$ cat config.mk
export PLATFORM = sky130hd
export DESIGN_NAME = rf_write_arbiter
export DESIGN_NICKNAME = d
export VERILOG_FILES = /design/src/rtl/rf_write_arbiter.sv
export SDC_FILE = /design/constraint.sdc
export NUM_CORES = 1
export LEC_CHECK = 0
export ABC_AREA = 1
export CAP_MARGIN = 5
export CORE_MARGIN = 2
export CORE_UTILIZATION = 40
export CTS_CLUSTER_SIZE = 8
export DETAILED_ROUTE_END_ITERATION = 8
export PLACE_DENSITY = 0.67
export SETUP_SLACK_MARGIN = 0.02
export SLEW_MARGIN = 20
export SYNTH_ARGS = -nofsm -noshare
export SYNTH_HDL_FRONTEND = slang
export SYNTH_SLANG_ARGS = --single-unit
export TNS_END_PERCENT = 50
$ cat constraint.sdc
create_clock -name clk -period 3.5 [get_ports clk]
set_clock_uncertainty 0.1 [all_clocks]
set_input_delay 0.35 -clock clk [delete_from_list [all_inputs] [get_ports clk]]
set_output_delay 0.35 -clock clk [all_outputs]
set_load 0.01 [all_outputs]
$ cat src/rtl/rf_write_arbiter.sv
// rf_write_arbiter: two writeback sources queued into per-source FIFOs,
// drained round-robin onto the single register file write port.
module rf_write_arbiter #(
   parameter int WORD_SIZE  = 32,
   parameter int FIFO_DEPTH = 2
) (
   input  logic                 clk,
   input  logic                 rst,
   input  logic                 a_valid,
   output logic                 a_ready,
   input  logic [4:0]           a_rd,
   input  logic [WORD_SIZE-1:0] a_data,
   input  logic                 b_valid,
   output logic                 b_ready,
   input  logic [4:0]           b_rd,
   input  logic [WORD_SIZE-1:0] b_data,
   output logic                 rf_en,
   output logic [4:0]           rf_rd,
   output logic [WORD_SIZE-1:0] rf_data,
   output logic [31:0]          pending
);

   localparam int PW = $clog2(FIFO_DEPTH);
   localparam int CW = PW + 1;
   localparam logic [CW-1:0] FULL = CW'(FIFO_DEPTH);

   logic [4:0]           q_rd   [2][FIFO_DEPTH];
   logic [WORD_SIZE-1:0] q_data [2][FIFO_DEPTH];
   logic [PW-1:0]        wptr   [2];
   logic [PW-1:0]        rptr   [2];
   logic [CW-1:0]        cnt    [2];
   logic                 last_b;

   logic [1:0]           in_valid;
   logic [4:0]           in_rd   [2];
   logic [WORD_SIZE-1:0] in_data [2];
   logic [1:0]           ready;
   logic [1:0]           nempty;
   logic [1:0]           enq;
   logic [1:0]           grant;

   assign in_valid   = {b_valid, a_valid};
   assign in_rd[0]   = a_rd;
   assign in_rd[1]   = b_rd;
   assign in_data[0] = a_data;
   assign in_data[1] = b_data;
   assign a_ready    = ready[0];
   assign b_ready    = ready[1];

   // ready from occupancy only; x0 writes are accepted but dropped
   always_comb begin
      ready  = '0;
      nempty = '0;
      enq    = '0;
      for (int s = 0; s < 2; s++) begin
         nempty[s] = cnt[s] != '0;
         ready[s]  = rst && (cnt[s] != FULL);
         enq[s]    = in_valid[s] && ready[s]
                     && (in_rd[s] != 5'd0);
      end
   end

   // round robin: on a tie the source not granted last wins
   always_comb begin
      grant    = '0;
      grant[0] = nempty[0] && (!nempty[1] || last_b);
      grant[1] = nempty[1] && (!nempty[0] || !last_b);
   end

   // drive the write port from the granted head, zero when idle
   always_comb begin
      rf_en   = |grant;
      rf_rd   = '0;
      rf_data = '0;
      if (grant[0]) begin
         rf_rd   = q_rd[0][rptr[0]];
         rf_data = q_data[0][rptr[0]];
      end else if (grant[1]) begin
         rf_rd   = q_rd[1][rptr[1]];
         rf_data = q_data[1][rptr[1]];
      end
   end

   // OR of destination bits over every live entry, head included
   always_comb begin
      pending = '0;
      for (int s = 0; s < 2; s++) begin
         for (int i = 0; i < FIFO_DEPTH; i++) begin
            if ({1'b0, PW'(i) - rptr[s]} < cnt[s])
               pending[q_rd[s][i]] = 1'b1;
         end
      end
      pending[0] = 1'b0;
   end

   // queue pointers, occupancy and arbitration history
   always_ff @(posedge clk or negedge rst) begin
      if (!rst) begin
         for (int s = 0; s < 2; s++) begin
            wptr[s] <= '0;
            rptr[s] <= '0;
            cnt[s]  <= '0;
         end
         last_b <= 1'b1;
      end else begin
         for (int s = 0; s < 2; s++) begin
            if (enq[s])
               wptr[s] <= wptr[s] + PW'(1);
            if (grant[s])
               rptr[s] <= rptr[s] + PW'(1);
            if (enq[s] && !grant[s])
               cnt[s] <= cnt[s] + CW'(1);
            else if (!enq[s] && grant[s])
               cnt[s] <= cnt[s] - CW'(1);
         end
         if (grant[0])
            last_b <= 1'b0;
         else if (grant[1])
            last_b <= 1'b1;
      end
   end

   // entry storage, validity is tracked by the pointers above
   always_ff @(posedge clk) begin
      for (int s = 0; s < 2; s++) begin
         if (enq[s]) begin
            q_rd[s][wptr[s]]   <= in_rd[s];
            q_data[s][wptr[s]] <= in_data[s];
         end
      end
   end

endmodule

Word-level counts from Yosys, hierarchy flattened
Memory sizes are Yosys's and may differ from the RTL's.
Cells that the tools add are included.
{"block": "totals", "register_bits": 9, "ram_bits": 148, "in_bits": 78, "output_inout_bits": 72, "memories": 2}
{"block": "op_classes", "add_sub_neg": 12, "magnitude_cmp": 18, "eq_ne": 2, "mux": 48, "bitwise_logic": 7, "n_reduce_logical": 35}
{"name": "q_data", "words": 2, "word_bits": 64, "rd": 2, "rd_clocked_by_memory_dff": 0, "write_ports": 2, "line_no": "28", "source": "logic [WORD_SIZE-1:0] q_data [2][FIFO_DEPTH];"}
{"name": "q_rd", "words": 2, "word_bits": 10, "rd": 2, "rd_clocked_by_memory_dff": 0, "write_ports": 2, "line_no": "27", "source": "logic [4:0] q_rd [2][FIFO_DEPTH];"}
{"op": "$mux W32", "count": 14}
{"op": "$mux W64", "count": 2}
{"op": "$or A32 B32 Y32", "count": 3}
{"op": "$demux W32 S1", "count": 2}
{"op": "$mux W5", "count": 10}
{"op": "$lt A5 B6 Y1 const B", "count": 4}
{"op": "$demux W1 S5", "count": 4}
{"op": "$ge A5 B1 Y1 const B", "count": 4}
{"op": "$mux W10", "count": 2}
{"op": "$logic_and A1 B1 Y1", "count": 18}
{"op": "$demux W5 S1", "count": 2}
{"op": "$reduce_bool A2 Y1", "count": 5}
{"op": "$reduce_bool A5 Y1", "count": 2}
{"op": "$ge A2 B2 Y1 const B", "count": 4}
{"op": "$lt A1 B2 Y1", "count": 4}
{"op": "$mux W1", "count": 8}
{"op": "$mux W2", "count": 4}
{"op": "$not A1 Y2", "count": 4}
{"op": "$logic_not A1 Y1", "count": 7}
{"op": "$add A1 B1 Y1 const B", "count": 4}
{"op": "$add A2 B1 Y2 const B", "count": 2}
{"op": "$lt A2 B1 Y1 const B", "count": 2}
{"op": "$ne A2 B2 Y1 const B", "count": 2}
{"op": "$sub A1 B1 Y1 const A", "count": 4}
{"op": "3 further kinds", "count": 5}

Longest topological paths before layout
An unclocked memory read counts as a cell.
{"block": "logic_depth", "word_depth": 12, "mapped_depth": 11, "mapped_depth_nobuf": 11}

Worst setup path after synthesis
OpenSTA, ideal clock, no wires.
{"block": "synth_path", "path_type": "register -> register", "from": "register cnt[0] (netlist bit)", "to": "memory q_data[0][64] (netlist bit) (enable)", "setup_time_ns": 0.431, "arrival_time_ns": 2.337, "required_time_ns": 2.969, "slack_ns": 0.632, "stages_incl_launch_ff": 7, "synth_period_minus_slack_ns": 2.868, "cell_sequence": "dfrtp_1 -> inv_1 -> nand2_1 -> nand2_1 -> nor2_1 -> nand2_1 -> nor2_1"}
{"item": "start: declaration", "line_no": "31", "source": "logic [CW-1:0] cnt [2];"}
{"item": "start signal: indexed assignment", "line_no": "112", "source": "cnt[s] <= cnt[s] + CW'(1);"}
{"item": "start signal: indexed assignment", "line_no": "114", "source": "cnt[s] <= cnt[s] - CW'(1);"}
{"item": "end: declaration", "line_no": "28"}

Worst setup path in the final report
{"block": "layout_path", "from": "register cnt[0] (netlist bit)", "to": "output port rf_data[6]"}
{"block": "layout_between", "elab_chain_len": 5, "elab_cells_between_ends": 7, "classes_between": "2 x mux; 5 x reduce/logical"}
{"item": "$reduce_bool A2 Y1 *", "line_no": "56", "source": "nempty[s] = cnt[s] != '0;"}
{"item": "$logic_not A1 Y1", "line_no": "66", "source": "grant[0] = nempty[0] && (!nempty[1] || last_b);"}
{"item": "$logic_or A1 B1 Y1", "line_no": "66"}
{"item": "$logic_and A1 B1 Y1", "line_no": "66"}
{"item": "$mux W32 *", "line_no": "75", "source": "if (grant[0]) begin"}
{"item": "end: declaration", "line_no": "19", "source": "output logic [WORD_SIZE-1:0] rf_data,"}
Every way passes the cells marked *; elsewhere a longest branch is shown, timed or not.

==> metrics.csv <==
stage,metric,value,unit
status,status,"finished, final reports clean",
logic_synthesis,Yosys top cell area share,58.1,%
logic_synthesis,leading area contributor after synthesis,edfxtp_1,
sta,final hold violations,0,
cts,Num CTS Buffers,17,
worst_setup_path,WP data required,3.05,ns
cts,Post-CTS Resized,0,
global_route,remaining global-route overflow,0,
global_route,first-pass GRT wire length,30400,um
logic_synthesis,post-synthesis register bit count,157,
sta,f_max,336,MHz
layout,layout cells sized above 1,5.96,%
logic_synthesis,"top cells by area, synth","edfxtp_1 (58%), nand2_1 (19%), nor2_1 (8.4%)",
logic_synthesis,Mean Syn Cell Area,8.74,um^2
cts,Sink Count,157,
logic_synthesis,sequential area share after synthesis,61.0,%
worst_setup_path,Critical-path top delay cell,clkdlybuf4s50_1,
detailed_routing,# DRC,0,
logic_synthesis,Main synth FF type,edfxtp_1,
logic_synthesis,Post-synth ARST share,5.73,%
sta,Worst slew margin,56.9,%
floorplan,CORE AREA,18800,um^2
pwr,Worst VDD drop,0.617,mV
global_route,GRT Overall Usage,19.9,%
flow_run,Max-Cap Viols,0,
layout,fill count,1743,
worst_setup_path,maximum net fanout on the critical path,31,
pwr,leak pwr,0.00411,uW
logic_synthesis,Cells after Synth,876,
detailed_routing,WL per Instance,15.4,um
logic_synthesis,XOR/XNOR share of the synthesized area,0.687,%
logic_synthesis,post-synthesis compound-gate area fraction,0.719,%
logic_synthesis,largest family of logic cells by synthesized area,simple AND/OR/NAND/NOR gates,
place,gpl congestion,0.882,
cts,post-cts hold buffer count,0,
layout,# diodes,0,
detailed_routing,via/cell ratio,4.88,
worst_setup_path,CP Capture Type,primary output,
layout,P&R area growth vs syn,29.2,%
cts,Post-CTS Setup Inserts,0,
floorplan,Initial Utilization,40.8,%
detailed_routing,drt initial violations,432,
cts,clock latency on the worst-skew pair,0.41,ns
sta,final worst path period need,2.97,ns
sta,RSZ-0062 raised after global routing,false,
logic_synthesis,YS warnings,0,
detailed_routing,DRT Pass-1 Iters,5,
cts,clk slew on worst S/H paths,0.06,ns
global_route,initial antenna violation count,0,
logic_synthesis,adder and majority cell fraction of the synthesized area,0.327,%
detailed_routing,post-route ant nets,0,
layout,Nets,1107,
floorplan,Placement Rows,50,
worst_setup_path,R2R setup slack,1.19,ns
sta,Slew Limit Fails,0,
floorplan,Die W,142,um
logic_synthesis,Post-Syn Area,7650,um^2
logic_synthesis,Netlist cell types,23,
floorplan,die height,142,um
cts,number of H-tree levels,4,
worst_setup_path,CP arrival,2.52,ns
global_route,vias in the first global route,5869,
detailed_routing,Via Count,6213,
logic_synthesis,post-synthesis mux area share,0,%
logic_synthesis,Post-synth EDFFs,148,
logic_synthesis,"top cells by count, synth","nand2_1 (378), nor2_1 (172), edfxtp_1 (148), nand3_1 (56), inv_1 (35)",
worst_setup_path,crit path cell chain,nor2_1 > nand2_1 > nand2_2 > buf_4 > nand2_1 > nand2_1 > clkdlybuf4s50_1,
sta,setup TNS,0,ns
place,post-placement cell count,1242,
worst_hold_path,worst min path class,input port to async pin,
floorplan,full die area,20300,um^2
cts,CTS tree,yes,
detailed_routing,final WL,19600,um
global_route,largest net degree at the start of global routing,43,
floorplan,IO Pins,150,
logic_synthesis,syn_nets,956,
place,DP Wirelength,14000,um
sta,Worst-Margin Slew,0.645,ns
pwr,cell area power density,776,nW/um^2
sta,final worst-path cycle share,85.0,%
cts,Clock Tree Buf Depth,2,
sta,setup violators final,0,
place,I/O Buffers,148,
logic_synthesis,Synth Area in Simple Gates,32.5,%
worst_setup_path,Worst path max stage delay,0.53,ns
worst_setup_path,Setup CP Type,register to primary output,
worst_setup_path,CP Launch Type,register,
layout,Final Non-Filler Cells,1274,
worst_setup_path,Most Frequent Cell on Critical Path,nand2_1,
logic_synthesis,most frequent cell after synthesis,nand2_1,
cts,root buffer cell,clkbuf_16,
[sequential cells by signal, indices dropped and copies added (netlist names)]
| name | cells |
|---|---|
| cnt | 4 |
| q_rd | 20 |
| rptr | 2 |
| q_data | 128 |
| wptr | 2 |
| last_b | 1 |
[critical path, delay by kind of cell, from the launching register on]
| family | cells | cell delay (ns) |
|---|---|---|
| buf+inv | 2 | 0.80 |
| simple gates | 5 | 0.86 |
| flops | 1 | 0.43 |
[cells in the final DEF, fill, tap and decap left out, types with 7 or more instances in the layout]
cell type and instances:
nand2_2 11, dfrtp_1 7, clkbuf_16 17, o21ai_0 10
nand2_1 378, nand3_1 56, inv_1 35, nand4_1 8
edfxtp_1 148, clkdlybuf4s50_1 148, nor2_1 170, buf_4 11
[through the flow]
| step | setup slack, ns | hold WS, ns | area, um^2 | utilization (%) | total power, uW |
|---|---|---|---|---|---|
| floorplan | 0.632 | -0.0456 | 7650 | - | 4570 |
| global placement | 0.928 | 0.359 | 9350 | 49.8 | 6060 |
| detailed placement | 0.916 | 0.359 | 9350 | 49.8 | 6080 |
| CTS | 0.470 | 0.235 | 9890 | 52.7 | 7760 |
| global route | 0.327 | 0.231 | 9890 | 52.7 | 8220 |
| finish | 0.526 | 0.243 | 9890 | 52.7 | 7670 |
[metal layers]
layer	part of all wire, %	GRT usage (%)
met4	2.7	8.29
met5	0	0
met3	7.8	6.43
met1	42	24.6
met2	48	32.5
[path summary, 6_finish.rpt]
check,startpoint,cells past startpoint,to
max in group asynchronous,rst,2,last_b
min in group clk,wptr[1],2,wptr[1]
max reg2reg,cnt[0],9,cnt[3]
min,rst,2,cnt[2]
min reg2reg,wptr[1],2,wptr[1]
max,cnt[0],7,rf_data[6]
[kinds of logic after synthesis]
family                   Yosys count
AND/OR/NAND/NOR                  628
flip-flops                       157
buffers and inverters             71
AO/OA/AOI/OAI                     11
XOR/XNOR                           6
adder cells (fa/ha/maj)            2
other                              1
[power by group]
part           total [uW]  switching [uW]  internal, uW
Combinational        3530            2100          1430
Clock                1660             684           976
Sequential           2490             130          2360
Total                7670            2910          4760
[area by class of cell]
class                      instances  area [um^2]  share of cell area [%]
timing repair buffer             160         1580                    16.0
clock buffer                      22          444                    4.49
multi-input combinational        648         2640                    26.7
clock inverter                    10         91.3                   0.924
tap                              234          293                    2.96
sequential                       157         4670                    47.2
inverter                          43          169                    1.71
No activity file was read; power rests on OpenSTA's default activity.
